### config.mk
export PLATFORM = sky130hd
export DESIGN_NAME = waterfall_row_scheduler
export DESIGN_NICKNAME = d
export VERILOG_FILES = /design/src/rtl/waterfall_pkg.sv /design/src/rtl/wf_line_buffer.sv /design/src/rtl/waterfall_row_scheduler.sv
export SDC_FILE = /design/constraint.sdc
export NUM_CORES = 2
export LEC_CHECK = 0
export BUFFER_PORTS_ARGS = -buffer_cell sky130_fd_sc_hd__buf_2
export CAP_MARGIN = 5
export CORE_MARGIN = 1
export CORE_UTILIZATION = 63
export CTS_CLUSTER_DIAMETER = 60
export CTS_CLUSTER_SIZE = 25
export DETAILED_ROUTE_END_ITERATION = 7
export PLACE_DENSITY_LB_ADDON = 0.25
export REMOVE_ABC_BUFFERS = 1
export SETUP_SLACK_MARGIN = 0.1
export SLEW_MARGIN = 0
export SYNTH_ARGS = -nofsm -noshare
export SYNTH_HDL_FRONTEND = slang
export SYNTH_HIERARCHICAL = 1
export SYNTH_SLANG_ARGS = --single-unit
### constraint.sdc
create_clock -name wr_clk -period 34.6 [get_ports wr_clk]
set_input_delay 3.46 -clock wr_clk [delete_from_list [all_inputs] [get_ports wr_clk]]
set_output_delay 3.46 -clock wr_clk [all_outputs]
set_load 0.02 [all_outputs]
### src/rtl/waterfall_pkg.sv
// Shared types and defaults for the waterfall row scheduler slice.
package waterfall_pkg;

    localparam int NUM_BINS_DEF = 512;
    localparam int FFT_SIZE_DEF = 1024;

    typedef enum logic {SYNC, RUN} wf_state_t;
    typedef enum logic {MODE_LAST, MODE_MAXHOLD} wf_mode_t;

    // Unsigned 8-bit maximum used by max-hold accumulation.
    function automatic logic [7:0] max8(input logic [7:0] a, input logic [7:0] b);
        return (a > b) ? a : b;
    endfunction

endpackage

### src/rtl/wf_line_buffer.sv
// Simple dual-port NUM_BINS x 8 line buffer with 1-cycle synchronous read
// and write-to-read bypass for a same-address access in the same cycle.
module wf_line_buffer #(
    parameter int NUM_BINS = 512,
    parameter int AW       = 9
) (
    input  logic          clk,
    input  logic [AW-1:0] rd_addr,
    output logic [7:0]    rd_data,
    input  logic          wr_en,
    input  logic [AW-1:0] wr_addr,
    input  logic [7:0]    wr_data
);

    logic [7:0] mem [NUM_BINS];

    // Write port plus registered read; a colliding write is forwarded to the read.
    always_ff @(posedge clk) begin
        if (wr_en) begin
            mem[wr_addr] <= wr_data;
        end
        if (wr_en && (wr_addr == rd_addr)) begin
            rd_data <= wr_data;
        end else begin
            rd_data <= mem[rd_addr];
        end
    end

endmodule

### src/rtl/waterfall_row_scheduler.sv
// Turns FFT magnitude frames into waterfall rows: keeps the first NUM_BINS
// bins, decimates by cfg_decim frames (LAST or per-bin MAXHOLD), honours
// freeze, and resynchronises on bad frame lengths. Fixed 2-cycle latency.
module waterfall_row_scheduler
    import waterfall_pkg::*;
#(
    parameter int NUM_BINS = NUM_BINS_DEF,
    parameter int FFT_SIZE = FFT_SIZE_DEF,
    parameter int DECIM_W  = 4
) (
    input  logic               wr_clk,
    input  logic               wr_rst,
    input  logic [7:0]         fft_data,
    input  logic               fft_valid,
    input  logic               fft_last,
    input  logic [DECIM_W-1:0] cfg_decim,
    input  logic               cfg_mode,
    input  logic               cfg_freeze,
    output logic [7:0]         log_out,
    output logic               log_valid,
    output logic               log_last,
    output logic [7:0]         row_count,
    output logic               frame_err
);

    localparam int BW = $clog2(FFT_SIZE) + 1;
    localparam int AW = (NUM_BINS > 1) ? $clog2(NUM_BINS) : 1;
    localparam logic [BW-1:0] LAST_BIN  = BW'(FFT_SIZE - 1);
    localparam logic [BW-1:0] KEEP_BINS = BW'(NUM_BINS);
    localparam logic [BW-1:0] KEEP_LAST = BW'(NUM_BINS - 1);

    wf_state_t          state;
    logic [BW-1:0]      bin_cnt;
    logic [DECIM_W-1:0] k;
    logic [DECIM_W-1:0] d_lat;
    wf_mode_t           mode_lat;
    logic               freeze_lat;

    logic               frame_start;
    logic [DECIM_W-1:0] d_new;
    logic [DECIM_W-1:0] cur_d;
    wf_mode_t           cur_mode;
    logic               cur_freeze;
    logic [DECIM_W-1:0] cur_k;
    logic               at_end;
    logic               bad;
    logic               good_end;
    logic               accept;
    logic               is_final;

    logic               s1_valid;
    logic               s1_emit;
    logic               s1_wr;
    logic               s1_first;
    logic               s1_max;
    logic               s1_last;
    logic [7:0]         s1_data;
    logic [AW-1:0]      s1_addr;

    logic [7:0]         rd_data;
    logic [7:0]         lb_val;
    logic [7:0]         emit_val;
    logic               wr_en;

    // Effective per-frame config: live inputs on bin 0 (the latch cycle), latched copy afterwards.
    always_comb begin
        d_new       = (cfg_decim == '0) ? DECIM_W'(1) : cfg_decim;
        frame_start = (state == RUN) && fft_valid && (bin_cnt == '0);
        cur_d       = frame_start ? d_new : d_lat;
        cur_mode    = frame_start ? wf_mode_t'(cfg_mode) : mode_lat;
        cur_freeze  = frame_start ? cfg_freeze : freeze_lat;
        cur_k       = (frame_start && (d_new != d_lat)) ? '0 : k;
        at_end      = (bin_cnt == LAST_BIN);
        bad         = (state == RUN) && fft_valid && (fft_last != at_end);
        good_end    = (state == RUN) && fft_valid && fft_last && at_end;
        accept      = (state == RUN) && fft_valid && !cur_freeze && (bin_cnt < KEEP_BINS);
        is_final    = (cur_k == (cur_d - DECIM_W'(1)));
    end

    // FSM, bin/frame counters, config latch and the read-stage pipeline register.
    always_ff @(posedge wr_clk or posedge wr_rst) begin
        if (wr_rst) begin
            state      <= SYNC;
            bin_cnt    <= '0;
            k          <= '0;
            d_lat      <= DECIM_W'(1);
            mode_lat   <= MODE_LAST;
            freeze_lat <= 1'b0;
            frame_err  <= 1'b0;
            s1_valid   <= 1'b0;
            s1_emit    <= 1'b0;
            s1_wr      <= 1'b0;
            s1_first   <= 1'b0;
            s1_max     <= 1'b0;
            s1_last    <= 1'b0;
            s1_data    <= '0;
            s1_addr    <= '0;
        end else begin
            frame_err <= 1'b0;

            s1_valid <= accept;
            s1_emit  <= is_final;
            s1_wr    <= (cur_mode == MODE_MAXHOLD) && !is_final;
            s1_first <= (cur_k == '0);
            s1_max   <= (cur_mode == MODE_MAXHOLD) && (cur_k != '0);
            s1_last  <= (bin_cnt == KEEP_LAST) && !bad;
            s1_data  <= fft_data;
            s1_addr  <= bin_cnt[AW-1:0];

            if (fft_valid) begin
                bin_cnt <= (fft_last || at_end) ? '0 : bin_cnt + BW'(1);
            end

            if (frame_start) begin
                d_lat      <= d_new;
                mode_lat   <= cur_mode;
                freeze_lat <= cfg_freeze;
                if (d_new != d_lat) begin
                    k <= '0;
                end
            end

            case (state)
                SYNC: begin
                    if (fft_valid && fft_last) begin
                        state <= RUN;
                        k     <= '0;
                    end
                end
                RUN: begin
                    if (bad) begin
                        state     <= SYNC;
                        k         <= '0;
                        frame_err <= 1'b1;
                    end else if (good_end && !cur_freeze) begin
                        k <= is_final ? '0 : cur_k + DECIM_W'(1);
                    end
                end
                default: state <= SYNC;
            endcase
        end
    end

    wf_line_buffer #(
        .NUM_BINS (NUM_BINS),
        .AW       (AW)
    ) u_line_buffer (
        .clk     (wr_clk),
        .rd_addr (bin_cnt[AW-1:0]),
        .rd_data (rd_data),
        .wr_en   (wr_en),
        .wr_addr (s1_addr),
        .wr_data (lb_val)
    );

    // Compare stage: line-buffer update value and emitted sample.
    always_comb begin
        lb_val   = s1_first ? s1_data : max8(rd_data, s1_data);
        emit_val = s1_max ? max8(rd_data, s1_data) : s1_data;
        wr_en    = s1_valid && s1_wr;
    end

    // Registered output stage and row counter.
    always_ff @(posedge wr_clk or posedge wr_rst) begin
        if (wr_rst) begin
            log_out   <= '0;
            log_valid <= 1'b0;
            log_last  <= 1'b0;
            row_count <= '0;
        end else begin
            log_valid <= s1_valid && s1_emit;
            log_last  <= s1_valid && s1_emit && s1_last;
            if (s1_valid && s1_emit) begin
                log_out <= emit_val;
            end
            if (s1_valid && s1_emit && s1_last) begin
                row_count <= row_count + 8'd1;
            end
        end
    end

endmodule

; Word-level counts from Yosys, hierarchy flattened
; Memories as Yosys holds them, arrays and structs flattened. A register that Yosys moved wholly into a read port is not among the register bits.
; Cells that the tools add are included.
[classes]
n_eq_ne = 5
n_addsub = 4
muxes = 23
magnitude_cmp = 2
n_bitwise = 1
reduce_logical = 24
[op_table]
columns = operator, n
row1 = $mux 4, 9
row2 = $mux 8, 3
row3 = $logic_and 1x1->1, 16
row4 = $add 11x1->11 const B, 1
row5 = $eq 11x10->1 const B, 1
row6 = $eq 11x9->1 const B, 1
row7 = $logic_not 11->1, 1
row8 = $lt 11x10->1 const B, 1
row9 = $mux 11, 1
row10 = $add 8x1->8 const B, 1
row11 = $gt 8x8->1, 1
row12 = $logic_not 4->1, 2
row13 = $mux 1, 8
row14 = $pmux 4 s2, 1
row15 = $add 4x1->4 const B, 1
row16 = $eq 4x4->1, 1
row17 = $ne 4x4->1, 1
row18 = $reduce_bool 4->1, 1
row19 = $sub 4x1->4 const B, 1
row20 = $logic_not 1->1, 3
row21 = $pmux 1 s2, 1
row22 = $logic_or 1x1->1, 1
row23 = $ne 1x1->1, 1
row24 = $not 1->1, 1
[totals]
word_cells = 79
input_bits = 18
output_inout_bits = 19
register_bits = 64
n_memories = 1
ramBits = 4096
[memory_table]
columns = name, depth, word_bits, rd, rd_clocked_by_memory_dff, write_ports, line_no
row1 = u_line_buffer.mem, 512, 8, 1, 1, 1, wf_line_buffer.sv:15  ; logic [7:0] mem [NUM_BINS];

; Logic depth before layout (Yosys ltp)
[depth]
depth_word = 10
mapped_depth = 23
depth_no_buf = 17

; By module
; The synthesis kept the hierarchy.
[modules_own_cells]
columns = mod, cells_per_inst, seq_area_each_um2, area_each_um2, n_inst
row1 = wf_line_buffer, 8031, 123178.1, 159947.2, 1
row2 = waterfall_row_scheduler, 320, 1602.8, 3201.8, 1

; Worst setup path before layout
; No wires, ideal clock.
[synth_path]
path_type = register to register
from = register (tool-made name)
to = memory u_line_buffer.mem[0][1], data pin
slack_ps = 7048
setup_ps = 4170
arrival_ps = 23382
path_buffers = 5
path_stages_with_launch = 20
synth_period_minus_slack_ps = 27552
cell_sequence = dfxtp_1 > buf_4 > buf_12 > buf_12 > buf_2 > mux4_2 > o21ai_0 > nand3_1 > nand4_1 > o21ai_0 > o2111a_1 > ha_1 > nor2b_1 > o21a_1 > o21ai_0 > a21oi_1 > o22a_1 > nor2b_1 > clkbuf_1 > o21ai_0
[synth_rtl]
columns = item, line_no
row1 = "end, declared", wf_line_buffer.sv:15

==> flow_results.xml <==
<?xml version="1.0" encoding="UTF-8"?>
<metrics>
  <group name="floorplanning">
    <metric name="rows" unit="">186</metric>
    <metric name="floorplan.io_pins" unit="">37</metric>
    <metric name="dieArea" unit="sq mm">0.261</metric>
    <metric name="fp.dieW" unit="um">511</metric>
    <metric name="fp.coreArea" unit="sq mm">0.257</metric>
    <metric name="die_outline_height" unit="um">511</metric>
    <metric name="initial_core_util" unit="%">63.4</metric>
  </group>
  <group name="critical_path">
    <metric name="startpoint_type" unit="">register</metric>
    <metric name="cp_data_arrival_time" unit="ns">11.57</metric>
    <metric name="worst-path-max-fanout" unit="">97</metric>
    <metric name="worst_setup_ep_type" unit="">register</metric>
    <metric name="worst_path_class_setup" unit="">reg2reg</metric>
    <metric name="required_time_at_the_worst_slack_endpoint" unit="ns">35.13</metric>
  </group>
  <group name="power_and_ir_drop">
    <metric name="power.density_cell_area" unit="mW/mm^2">53.6</metric>
    <metric name="vdd_drop_max" unit="mV">0.0584</metric>
    <metric name="p_leak" unit="nW">52.4</metric>
  </group>
  <group name="clock_network">
    <metric name="tritoncts" unit="">yes</metric>
    <metric name="cts_root_buffer" unit="">sky130_fd_sc_hd__clkbuf_16</metric>
    <metric name="clock_tree.buffer_depth" unit="">3</metric>
    <metric name="postCtsResizedCells" unit="">0</metric>
    <metric name="cts_post_setup_buffers_inserted" unit="">0</metric>
    <metric name="worst_skew_pair_later_pin_latency" unit="ns">0.92</metric>
    <metric name="cts_inserted_buffers" unit="">216</metric>
    <metric name="worst_setup_hold_path_clk_slew" unit="ns">0.09</metric>
    <metric name="hold_buffers" unit="">0</metric>
    <metric name="cts_max_level" unit="">4</metric>
    <metric name="cts_sinks" unit="">4169</metric>
  </group>
  <group name="synthesis">
    <metric name="ys_async_sr_fraction" unit="%">1.54</metric>
    <metric name="syn-cell-area" unit="sq mm">0.163</metric>
    <metric name="number_of_enable_flip_flop_cells_after_synthesis" unit="">4096</metric>
    <metric name="post_synth_main_area_contributors" unit="">sky130_fd_sc_hd__edfxtp_1 75%, sky130_fd_sc_hd__mux4_2 9.0%, sky130_fd_sc_hd__mux2i_1 4.9%</metric>
    <metric name="synthDistinctLibCells" unit="">75</metric>
    <metric name="synth_largest_area_cell" unit="">sky130_fd_sc_hd__edfxtp_1</metric>
    <metric name="ys_seq_elements" unit="">4169</metric>
    <metric name="ys.flop_type" unit="">sky130_fd_sc_hd__edfxtp_1</metric>
    <metric name="synthesis.instances" unit="">8351</metric>
    <metric name="synth.top_cell.area_share" unit="%">75.4</metric>
    <metric name="proportion_of_synthesized_chip_area_in_sequential_cells" unit="%">76.5</metric>
    <metric name="yosysWarningCount" unit="">6</metric>
    <metric name="post_synth.cell_area_avg" unit="sq um">19.5</metric>
  </group>
  <group name="timing">
    <metric name="maximum_operating_frequency" unit="GHz">0.0906</metric>
    <metric name="finalMaxSlewViolations" unit="">2</metric>
    <metric name="report.final.setup_viol" unit="">0</metric>
    <metric name="timing.clock.skew" unit="ns">0.0708</metric>
    <metric name="period_utilization" unit="%">31.9</metric>
    <metric name="max_transition_margin" unit="%">-1.40</metric>
    <metric name="finalHoldViolCount" unit="">0</metric>
    <metric name="finalWorstPathRequiredPeriod" unit="ns">11.04</metric>
    <metric name="timing_worst_slew_pin_value" unit="ns">1.50</metric>
    <metric name="fin_setup_tns" unit="ns">0</metric>
    <metric name="setup_repair_after_global_routing_missed_its_margin" unit="">no</metric>
  </group>
  <group name="finish">
    <metric name="syn_to_final_growth" unit="%">6.32</metric>
    <metric name="num-nets-final" unit="">8272</metric>
    <metric name="drive_above_1_share" unit="%">14.9</metric>
    <metric name="fin_util" unit="%">67.5</metric>
    <metric name="multi_input_comb_area" unit="sq mm">0.0356</metric>
    <metric name="fillCellCount" unit="">15920</metric>
    <metric name="area_used_by_sequential_logic_in_the_layout" unit="sq mm">0.125</metric>
    <metric name="fin_cells" unit="">11781</metric>
  </group>
  <group name="place">
    <metric name="hpwl" unit="um">240000</metric>
    <metric name="place_congestion" unit="">0.920</metric>
    <metric name="placement.io_buffers" unit="">36</metric>
    <metric name="place.detailed.instances" unit="">11405</metric>
  </group>
  <group name="grt">
    <metric name="grtUsageTotal" unit="%">30.6</metric>
    <metric name="largest_net_degree_at_the_start_of_global_routing" unit="">264</metric>
    <metric name="grt_antenna_before_repair" unit="">19</metric>
    <metric name="grt_first_pass_wirelength" unit="um">576000</metric>
    <metric name="number_of_global_route_vias_before_repair" unit="">81580</metric>
    <metric name="grt_overflow" unit="">0</metric>
  </group>
  <group name="detailed_routing">
    <metric name="avgRoutedWirePerCell" unit="um">33.9</metric>
    <metric name="routed_wirelength" unit="um">399000</metric>
    <metric name="firstDrtPassIters" unit="">6</metric>
    <metric name="via_per_inst" unit="">7.10</metric>
    <metric name="detail-route-antenna-nets" unit="">0</metric>
    <metric name="drcViolationCount" unit="">0</metric>
    <metric name="drt_iter0_drc" unit="">12546</metric>
    <metric name="route.vias.total" unit="">83696</metric>
  </group>
  <group name="status">
    <metric name="status" unit="">finished, violations left</metric>
    <metric name="violations" unit="">max-capacitance violations, max-slew violations</metric>
  </group>
  <group name="worst_hold_path">
    <metric name="hp-class" unit="">reg2reg</metric>
  </group>
  <group name="flow_run">
    <metric name="drv_cap" unit="">1</metric>
  </group>
</metrics>
[cells in the mapped netlist (all sizes together), types with 15 or more instances]
| cell type | instances |
|---|---|
| mux4 | 654 |
| nand4 | 40 |
| o21ai | 139 |
| buf | 248 |
| o221ai | 372 |
| a22oi | 61 |
| nand3 | 51 |
| o22ai | 164 |
| ha | 15 |
| mux2i | 802 |
| o31ai | 17 |
| clkbuf | 275 |
| a21oi | 222 |
| nand2 | 144 |
| dfrtp | 63 |
| inv | 26 |
| nor4 | 40 |
| a211oi | 18 |
| nor2 | 622 |
| edfxtp | 4096 |
| and2 | 25 |
| nor3 | 113 |
[cell usage in the layout, fill, tap and decap left out, types with 11 or more instances in the layout]
| cell type | netlist | final |
|---|---|---|
| sky130_fd_sc_hd__a21oi_1 | 222 | 222 |
| sky130_fd_sc_hd__nor4_1 | 39 | 37 |
| sky130_fd_sc_hd__inv_6 | 0 | 20 |
| sky130_fd_sc_hd__o31ai_1 | 17 | 17 |
| sky130_fd_sc_hd__nand4_1 | 40 | 40 |
| sky130_fd_sc_hd__clkinv_4 | 0 | 15 |
| sky130_fd_sc_hd__nand2_4 | 0 | 12 |
| sky130_fd_sc_hd__xnor2_1 | 11 | 11 |
| sky130_fd_sc_hd__edfxtp_1 | 4096 | 4096 |
| sky130_fd_sc_hd__mux2i_1 | 800 | 800 |
| sky130_fd_sc_hd__o21ai_0 | 137 | 130 |
| sky130_fd_sc_hd__o22ai_1 | 164 | 164 |
| sky130_fd_sc_hd__dfrtp_1 | 63 | 63 |
| sky130_fd_sc_hd__o221ai_1 | 371 | 371 |
| sky130_fd_sc_hd__buf_12 | 5 | 20 |
| sky130_fd_sc_hd__nor2_1 | 622 | 621 |
| sky130_fd_sc_hd__nand3_1 | 50 | 46 |
| sky130_fd_sc_hd__and2_1 | 25 | 25 |
| sky130_fd_sc_hd__buf_4 | 70 | 137 |
| sky130_fd_sc_hd__nor3_1 | 113 | 112 |
| sky130_fd_sc_hd__a211oi_1 | 17 | 17 |
| sky130_fd_sc_hd__inv_8 | 0 | 13 |
| sky130_fd_sc_hd__clkbuf_16 | 0 | 222 |
| sky130_fd_sc_hd__bufinv_16 | 0 | 11 |
| sky130_fd_sc_hd__a22oi_1 | 61 | 61 |
| sky130_fd_sc_hd__clkinvlp_4 | 0 | 17 |
| sky130_fd_sc_hd__nand2_1 | 143 | 129 |
| sky130_fd_sc_hd__mux4_2 | 654 | 654 |
| sky130_fd_sc_hd__clkbuf_1 | 275 | 24 |
| sky130_fd_sc_hd__clkinv_1 | 0 | 11 |
| sky130_fd_sc_hd__clkinv_2 | 0 | 14 |
| sky130_fd_sc_hd__ha_1 | 15 | 15 |
| sky130_fd_sc_hd__buf_2 | 57 | 36 |
| sky130_fd_sc_hd__inv_1 | 25 | 23 |
[area by class of cell]
class	count	share of cell area, %
clock buffer	252	3.30
clock inverter	119	0.804
tap	3384	2.44
multi-input combinational	3633	20.5
timing repair buffer	193	0.928
inverter	26	0.0613
antenna	5	0.00721
sequential	4169	71.9
[metal layers]
metal	vias to the layer above	global-route usage, %	part of all wire [%]
met5	-	0	0.030
met4	16	12.2	4.6
met3	835	6.59	12
met2	5256	47.2	47
met1	43444	43.4	36
li1	34145	-	-
[kinds of logic after synthesis]
family | Yosys count | share of synthesized area, %
simple gates | 1100 | 2.98
xor+xnor | 18 | 0.0966
fa+ha+maj | 15 | 0.115
buf+inv | 549 | 1.89
mux | 1459 | 14.0
compound gates | 1041 | 4.46
flops | 4169 | 76.5
[registers in the layout, indices dropped and copies added, names as in the netlist, 4 cells and up, named ones only]
register	flops
row_count	8
s1_data	8
k	4
d_lat	4
bin_cnt	11
log_out	8
s1_addr	9
u_line_buffer/mem	4096
[per-stage QoR]
stage | hold slack, ns | instance area, sq um | power [W] | worst slack, ns
2_1_floorplan | 0.420 | 160000 | 0.00753 | -45.80
3_3_place_gp | 0.464 | 166000 | 0.00648 | 23.80
3_5_place_dp | 0.494 | 166000 | 0.00649 | 23.62
4_1_cts | 0.514 | 173000 | 0.00933 | 23.49
5_1_grt | 0.530 | 173000 | 0.00953 | 23.03
6_report | 0.499 | 173000 | 0.00930 | 23.56
[critical path, cell delays in order (launching register included)]
cell and delay [ns]:
sky130_fd_sc_hd__dfxtp_4 0.68, sky130_fd_sc_hd__buf_4 0.71, sky130_fd_sc_hd__buf_12 0.61, sky130_fd_sc_hd__buf_4 0.68
sky130_fd_sc_hd__buf_4 0.70, sky130_fd_sc_hd__mux2i_1 0.19, sky130_fd_sc_hd__o221ai_1 0.27, sky130_fd_sc_hd__o22ai_1 0.14
sky130_fd_sc_hd__o21ai_0 0.49, sky130_fd_sc_hd__nand4_1 0.35, sky130_fd_sc_hd__nor4_1 1.04, sky130_fd_sc_hd__buf_4 0.25
sky130_fd_sc_hd__o2111a_1 0.25, sky130_fd_sc_hd__ha_1 0.16, sky130_fd_sc_hd__o21ai_0 0.09, sky130_fd_sc_hd__a21oi_1 0.19
sky130_fd_sc_hd__o22a_1 0.32, sky130_fd_sc_hd__nor2b_2 0.92, sky130_fd_sc_hd__nand2_1 0.22, sky130_fd_sc_hd__o21ai_4 0.47
sky130_fd_sc_hd__buf_4 0.85, sky130_fd_sc_hd__buf_4 0.80
[power by group]
part	leakage, nW	switching (W)	internal (W)	total, W
sequential	37.7	0.0000163	0.00555	0.00557
combinational	11.3	0.000512	0.000304	0.000816
clock	3.42	0.00161	0.00131	0.00292
[final timing paths]
path / from / to / slack, ns / cells past startpoint
worst max-delay path: register / u_line_buffer/mem[308][4]$_DFFE_PP_ / 23.56 / 21
worst min register to register: row_count[7]$_DFFE_PP0P_ / row_count[7]$_DFFE_PP0P_ / 0.50 / 1
min in group asynchronous: wr_rst / s1_data[2]$_DFF_PP0_ / 2.44 / 2
worst max register to register: register / u_line_buffer/mem[308][4]$_DFFE_PP_ / 23.56 / 21
worst min-delay path: row_count[7]$_DFFE_PP0P_ / row_count[7]$_DFFE_PP0P_ / 0.50 / 1
max in group asynchronous: wr_rst / s1_emit$_DFF_PP0_ / 31.02 / 3
Power figures use the tool's default switching activity.
